--- config.mk ---
export PLATFORM = sky130hd
export DESIGN_NAME = lut_init_loader_flat
export DESIGN_NICKNAME = d
export VERILOG_FILES = /design/src/rtl/dsp_fp16_pkg.sv /design/src/rtl/lut_init_loader_if.sv /design/src/rtl/lut_init_loader.sv /design/src/flat_wrapper.sv
export SDC_FILE = /design/constraint.sdc
export NUM_CORES = 1
export LEC_CHECK = 0
export CORE_ASPECT_RATIO = 0.8
export CORE_MARGIN = 10
export CORE_UTILIZATION = 32
export DETAILED_ROUTE_END_ITERATION = 8
export SYNTH_ARGS = -nofsm -noshare
export SYNTH_HDL_FRONTEND = slang
export SYNTH_SLANG_ARGS = --single-unit
--- constraint.sdc ---
create_clock -name clk -period 2.03 [get_ports clk]
set_clock_uncertainty 0.2 [all_clocks]
set_input_delay 0.406 -clock clk [delete_from_list [all_inputs] [get_ports clk]]
set_output_delay 0.406 -clock clk [all_outputs]
set_load 0.005 [all_outputs]
--- src/rtl/dsp_fp16_pkg.sv ---
// dsp_fp16_pkg: shared fp16 divider-family widths, table sizes, constants and loader state codes
package dsp_fp16_pkg;
  localparam int FLOAT_LEN = 16;
  localparam int EXP_LEN = 5;
  localparam int MANT_LEN = 10;
  localparam int LUT_SIZE = 128;
  localparam int DRAIN_CYC = 2;
  localparam logic [15:0] FP16_ZERO = 16'h0000;
  localparam logic [15:0] FP16_ONE = 16'h3C00;
  localparam logic [1:0] ST_IDLE = 2'd0;
  localparam logic [1:0] ST_LOAD = 2'd1;
  localparam logic [1:0] ST_DRAIN = 2'd2;
  localparam logic [1:0] ST_DONE = 2'd3;
endpackage

--- src/rtl/lut_init_loader_if.sv ---
// lut_init_loader_if: entry stream (in_valid/in_ready/in_log2/in_exp2) plus divider LUT write pins (lut_wr_en/log2/exp2 data)
interface lut_init_loader_if #(
  parameter int FLOAT_LEN = dsp_fp16_pkg::FLOAT_LEN,
  parameter int MANT_LEN = dsp_fp16_pkg::MANT_LEN
);
  logic in_valid, in_ready, lut_wr_en;
  logic [MANT_LEN-1:0] in_log2, log2_lut_data_out;
  logic [FLOAT_LEN-1:0] in_exp2, exp2_lut_data_out;
  modport master (
    output in_valid, in_log2, in_exp2,
    input in_ready, lut_wr_en, log2_lut_data_out, exp2_lut_data_out
  );
  modport slave (
    input in_valid, in_log2, in_exp2,
    output in_ready, lut_wr_en, log2_lut_data_out, exp2_lut_data_out
  );
endinterface

--- src/rtl/lut_init_loader.sv ---
// lut_init_loader: one-shot LUT loader; ports clk, rst_n, start, bus (entry stream + LUT write pins), busy, lut_ready, overrun, load_count
module lut_init_loader #(
  parameter int FLOAT_LEN = dsp_fp16_pkg::FLOAT_LEN,
  parameter int MANT_LEN = dsp_fp16_pkg::MANT_LEN,
  parameter int LUT_SIZE = dsp_fp16_pkg::LUT_SIZE,
  parameter int DRAIN_CYC = dsp_fp16_pkg::DRAIN_CYC,
  localparam int CW = $clog2(LUT_SIZE) + 1
) (
  input logic clk,
  input logic rst_n,
  input logic start,
  lut_init_loader_if.slave bus,
  output logic busy,
  output logic lut_ready,
  output logic overrun,
  output logic [CW-1:0] load_count
);
  import dsp_fp16_pkg::*;
  localparam int DW = $clog2(DRAIN_CYC + 2);
  logic [1:0] state_q, state_d;
  logic [CW-1:0] count_q, count_d;
  logic [DW-1:0] drain_q, drain_d;
  logic wr_q, wr_d, ovr_q, ovr_d, acc, last;
  logic [MANT_LEN-1:0] log2_q, log2_d;
  logic [FLOAT_LEN-1:0] exp2_q, exp2_d;
  always_comb begin
    acc = state_q == ST_LOAD && bus.in_valid;
    last = acc && count_q == CW'(LUT_SIZE - 1);
    state_d = state_q == ST_IDLE ? (start ? ST_LOAD : ST_IDLE)
            : state_q == ST_LOAD ? (last ? ST_DRAIN : ST_LOAD)
            : state_q == ST_DRAIN ? (drain_q == DW'(DRAIN_CYC) ? ST_DONE : ST_DRAIN)
            : ST_DONE;
    drain_d = state_q == ST_DRAIN ? drain_q + 1'b1 : '0;
    count_d = acc && count_q != CW'(LUT_SIZE) ? count_q + 1'b1 : count_q;
    wr_d = acc;
    log2_d = acc ? bus.in_log2 : log2_q;
    exp2_d = acc ? bus.in_exp2 : exp2_q;
    ovr_d = ovr_q | (state_q == ST_DONE && bus.in_valid);
  end
  always_ff @(posedge clk or negedge rst_n) begin
    if (!rst_n) begin
      state_q <= ST_IDLE;
      count_q <= '0;
      drain_q <= '0;
      wr_q <= 1'b0;
      ovr_q <= 1'b0;
      log2_q <= '0;
      exp2_q <= '0;
    end else begin
      state_q <= state_d;
      count_q <= count_d;
      drain_q <= drain_d;
      wr_q <= wr_d;
      ovr_q <= ovr_d;
      log2_q <= log2_d;
      exp2_q <= exp2_d;
    end
  end
  assign bus.in_ready = state_q == ST_LOAD;
  assign bus.lut_wr_en = wr_q;
  assign bus.log2_lut_data_out = log2_q;
  assign bus.exp2_lut_data_out = exp2_q;
  assign busy = state_q == ST_LOAD || state_q == ST_DRAIN;
  assign lut_ready = state_q == ST_DONE;
  assign overrun = ovr_q;
  assign load_count = count_q;
endmodule

--- src/flat_wrapper.sv ---
// flat-port wrapper written by rule: the top's interface ports become plain ports
module lut_init_loader_flat import dsp_fp16_pkg::*;
#(
  parameter int FLOAT_LEN = dsp_fp16_pkg::FLOAT_LEN,
  parameter int MANT_LEN = dsp_fp16_pkg::MANT_LEN,
  parameter int LUT_SIZE = dsp_fp16_pkg::LUT_SIZE,
  parameter int DRAIN_CYC = dsp_fp16_pkg::DRAIN_CYC,
  localparam int CW = $clog2(LUT_SIZE) + 1
)
  (clk, rst_n, start, busy, lut_ready, overrun, load_count, bus_in_valid, bus_in_log2, bus_in_exp2, bus_in_ready, bus_lut_wr_en, bus_log2_lut_data_out, bus_exp2_lut_data_out);
  lut_init_loader_if #(.FLOAT_LEN(FLOAT_LEN), .MANT_LEN(MANT_LEN)) bus_i ();
  input logic clk;
  input logic rst_n;
  input logic start;
  output logic busy;
  output logic lut_ready;
  output logic overrun;
  output logic [CW-1:0] load_count;
  input wire logic [$bits(bus_i.in_valid)-1:0] bus_in_valid;
  input wire logic [$bits(bus_i.in_log2)-1:0] bus_in_log2;
  input wire logic [$bits(bus_i.in_exp2)-1:0] bus_in_exp2;
  output wire logic [$bits(bus_i.in_ready)-1:0] bus_in_ready;
  output wire logic [$bits(bus_i.lut_wr_en)-1:0] bus_lut_wr_en;
  output wire logic [$bits(bus_i.log2_lut_data_out)-1:0] bus_log2_lut_data_out;
  output wire logic [$bits(bus_i.exp2_lut_data_out)-1:0] bus_exp2_lut_data_out;
  assign bus_i.in_valid = bus_in_valid;
  assign bus_i.in_log2 = bus_in_log2;
  assign bus_i.in_exp2 = bus_in_exp2;
  assign bus_in_ready = bus_i.in_ready;
  assign bus_lut_wr_en = bus_i.lut_wr_en;
  assign bus_log2_lut_data_out = bus_i.log2_lut_data_out;
  assign bus_exp2_lut_data_out = bus_i.exp2_lut_data_out;
  lut_init_loader #(.FLOAT_LEN(FLOAT_LEN), .MANT_LEN(MANT_LEN), .LUT_SIZE(LUT_SIZE), .DRAIN_CYC(DRAIN_CYC)) u_core (.clk(clk), .rst_n(rst_n), .start(start), .bus(bus_i), .busy(busy), .lut_ready(lut_ready), .overrun(overrun), .load_count(load_count));
endmodule
==> impl_metrics.env <==
export IMPL_mostFrequentLayoutCell="clkdlybuf4s50_1"
export IMPL_synth_warnings=0
export IMPL_required_ps=1420
export IMPL_cts_root_buffer="clkbuf_8"
export IMPL_instances_no_fill=257
export IMPL_power_density_mw_per_mm2=582.9
export IMPL_area_delta_synth_final_pct=56.75
export IMPL_die_area_mm2=0.008443
export IMPL_period_needed_ps=1965
export IMPL_ir_drop_mv=0.3481
export IMPL_dp_final_hpwl_um=3213
export IMPL_drt_iter0_drc=32
export IMPL_rows=23
export IMPL_cpMaxStageDelayCell="clkdlybuf4s50_1"
export IMPL_rsz0062_at_grt="false"
export IMPL_firstDrtPassIters=4
export IMPL_synth_edf_count=0
export IMPL_power_mw=1.507
export IMPL_hp_class="reg -> reg"
export IMPL_route_detailed_drc=0
export IMPL_synth_seq_area_share=0.6070
export IMPL_leakage_nw=1.215
export IMPL_cts_made_buffers=5
export IMPL_maxCapViolations=0
export IMPL_drt_total_wl_um=4191
export IMPL_status="completed"
export IMPL_dieHeight_um=84.21
export IMPL_grt_pass1_wl_um=6920
export IMPL_layout_worst_path_cycle_share=0.9678
export IMPL_antenna_found_initial=0
export IMPL_synthFlopType="dfrtp_1"
export IMPL_grt_start_max_net_pins=41
export IMPL_gp_congestion=0.7361
export IMPL_fin_nets=231
export IMPL_p_comb_frac=0.051
export IMPL_vias=1161
export IMPL_cp_num_buf_inv=1
export IMPL_worst_pin_slew_ps=375.2
export IMPL_cts_buffer_depth=2
export IMPL_synth_seq_cells=40
export IMPL_clk_pin_slew_worst_paths_ps=70
export IMPL_critPathMaxFanout=8
export IMPL_n_antenna_cell=0
export IMPL_ant_nets=0
export IMPL_synth_nets=152
export IMPL_min_from="u_core.drain_q[0]"
export IMPL_seqPwrFrac=0.528
export IMPL_pin_count=69
export IMPL_clock_latency_ps=280
export IMPL_synth_area_mm2=0.001649
export IMPL_yosys_area_top_type="dfrtp_1"
export IMPL_dp_cells=246
export IMPL_grt_usage=0.1014
export IMPL_worstPathArrival_ps=1360
export IMPL_layout_common_cells="clkdlybuf4s50_1, dfrtp_1, mux2_2, inv_1, ha_1"
export IMPL_wl_per_cell_um=16.31
export IMPL_die_w_um=100.3
export IMPL_grt_overflow=0
export IMPL_slowest_delay_ps=570
export IMPL_crit_path_start="u_core.load_count[2]"
export IMPL_switching_share=0.1944
export IMPL_cp_cell_sequence="clkdlybuf4s50_1"
export IMPL_via_per_inst=4.518
export IMPL_fmax_mhz=509.0
export IMPL_utilization=0.5162
export IMPL_synth_cells=115
export IMPL_critPathTopFamily="buffers and inverters"
export IMPL_drv_slew=0
export IMPL_yosys_cell_types_count=25
export IMPL_drive_above_1_share=0.2410
export IMPL_slew_headroom=0.7464
export IMPL_clkPwrFrac=0.421
export IMPL_crit_path_start_kind="register"
export IMPL_hold_viol=0
export IMPL_async_flop_share=1.000
export IMPL_cts_tree="built"
export IMPL_reg2reg_from="u_core.load_count[0]"
export IMPL_internal_power_mw=1.214
export IMPL_port_buffers=68
export IMPL_synthTopCellsByArea="dfrtp_1, mux2_2, ha_1"
export IMPL_place_area_mm2=0.002440
export IMPL_yosysTopAreaCellShare=0.6070
export IMPL_htreeDepth=2
export IMPL_finalSetupViolations=0
export IMPL_core_area_mm2=0.005007
export IMPL_criticalPathCategory="reg -> out"
export IMPL_p_switching_mw=0.2929
export IMPL_clock_sinks=40
export IMPL_initial_core_util=0.3293
export IMPL_syn_mean_instance_area_um2=14.34
export IMPL_grt_pass1_vias=1355
export IMPL_holdWs_ps=240.4
export IMPL_fill_cells=457
export IMPL_finish_instance_area_mm2=0.002585
export IMPL_end_kind="output pin"
-- path summary, 6_finish.rpt --
kind / endpoint / slack [ps] / cells after the start
max: load_count[2] / 70 / 1
min: u_core.drain_q[0] / 240 / 1
max reg2reg: u_core.load_count[1] / 190 / 5
min reg2reg: u_core.drain_q[0] / 240 / 1
max in group asynchronous: u_core.bus.exp2_lut_data_out[0] / 1020 / 3
min in group asynchronous: u_core.bus.exp2_lut_data_out[10] / 410 / 3
-- timing repair --
action | 4_1_cts | 5_1_grt
pin swaps | 0 | 0
setup endpoints to repair | 2 | 1
resized for setup | 5 | 1
endpoints found under the hold margin | 40 | 0
hold buffers | 1 | 0
setup buffers | 2 | 0
-- synthesized netlist by cell type (2+ instances only) --
master and n:
xnor2_1 4, mux2_2 27, a21oi_1 3, nand3_1 2, xor2_1 2, ha_1 7
dfrtp_1 40, buf_2 2, nor3_1 2, nand2_1 2, nand4_1 2, nor2b_1 2
inv_1 8
-- flip-flops by register name (all words and copies together) (netlist names) --
name / count
u_core.bus.exp2_lut_data_out: 16
u_core.state_q: 2
u_core.bus.log2_lut_data_out: 10
u_core.overrun: 1
u_core.load_count: 8
u_core.drain_q: 2
u_core.bus.lut_wr_en: 1
-- routing by layer --
layer	GRT usage	part of all wire	up-vias
li1	-	-	556
met1	0.1101	0.39	567
met2	0.1692	0.51	36
met3	0.05078	0.094	2
met4	0.03077	0.0048	0
met5	0	0	-
-- kinds of logic (layout without fill, tap and decap cells) --
kind of cell,after synthesis,count (layout),share of synthesized area
adder cells (fa/ha/maj),7,7,0.05311
AO/OA/AOI/OAI,7,7,0.02883
multiplexers,27,27,0.1844
AND/OR/NAND/NOR,16,16,0.06373
buffers and inverters,12,92,0.03111
XOR/XNOR,6,6,0.03187
flip-flops,40,40,0.6070
-- power by group through the flow --
stage                     clock network [mW]  logic, mW  registers [mW]
after floorplan                            0   0.000809           0.812
after global placement                     0     0.0759           0.812
after detailed placement                   0     0.0772           0.812
after CTS                              0.660     0.0790           0.796
after global routing                   0.698     0.0842           0.796
final                                  0.634     0.0766           0.796
-- metrics by stage --
step	setup TNS (ps)	setup slack, ps
3_5_place_dp	-45.63	-11.82
3_3_place_gp	0	22.98
5_1_grt	0	10.40
4_1_cts	-49.25	-49.25
6_report	0	65.36
2_1_floorplan	0	132.9
-- cell type report --
cell class / count / area (um2) / area share
sequential: 40 / 1001 / 0.3872
multi-input combinational: 63 / 609.3 / 0.2357
clock inverter: 2 / 35.03 / 0.01355
clock buffer: 6 / 72.57 / 0.02807
timing repair buffer: 75 / 755.7 / 0.2924
inverter: 9 / 33.78 / 0.01307
tap: 62 / 77.57 / 0.03001
Note: power is estimated with default switching activity, not from simulation.
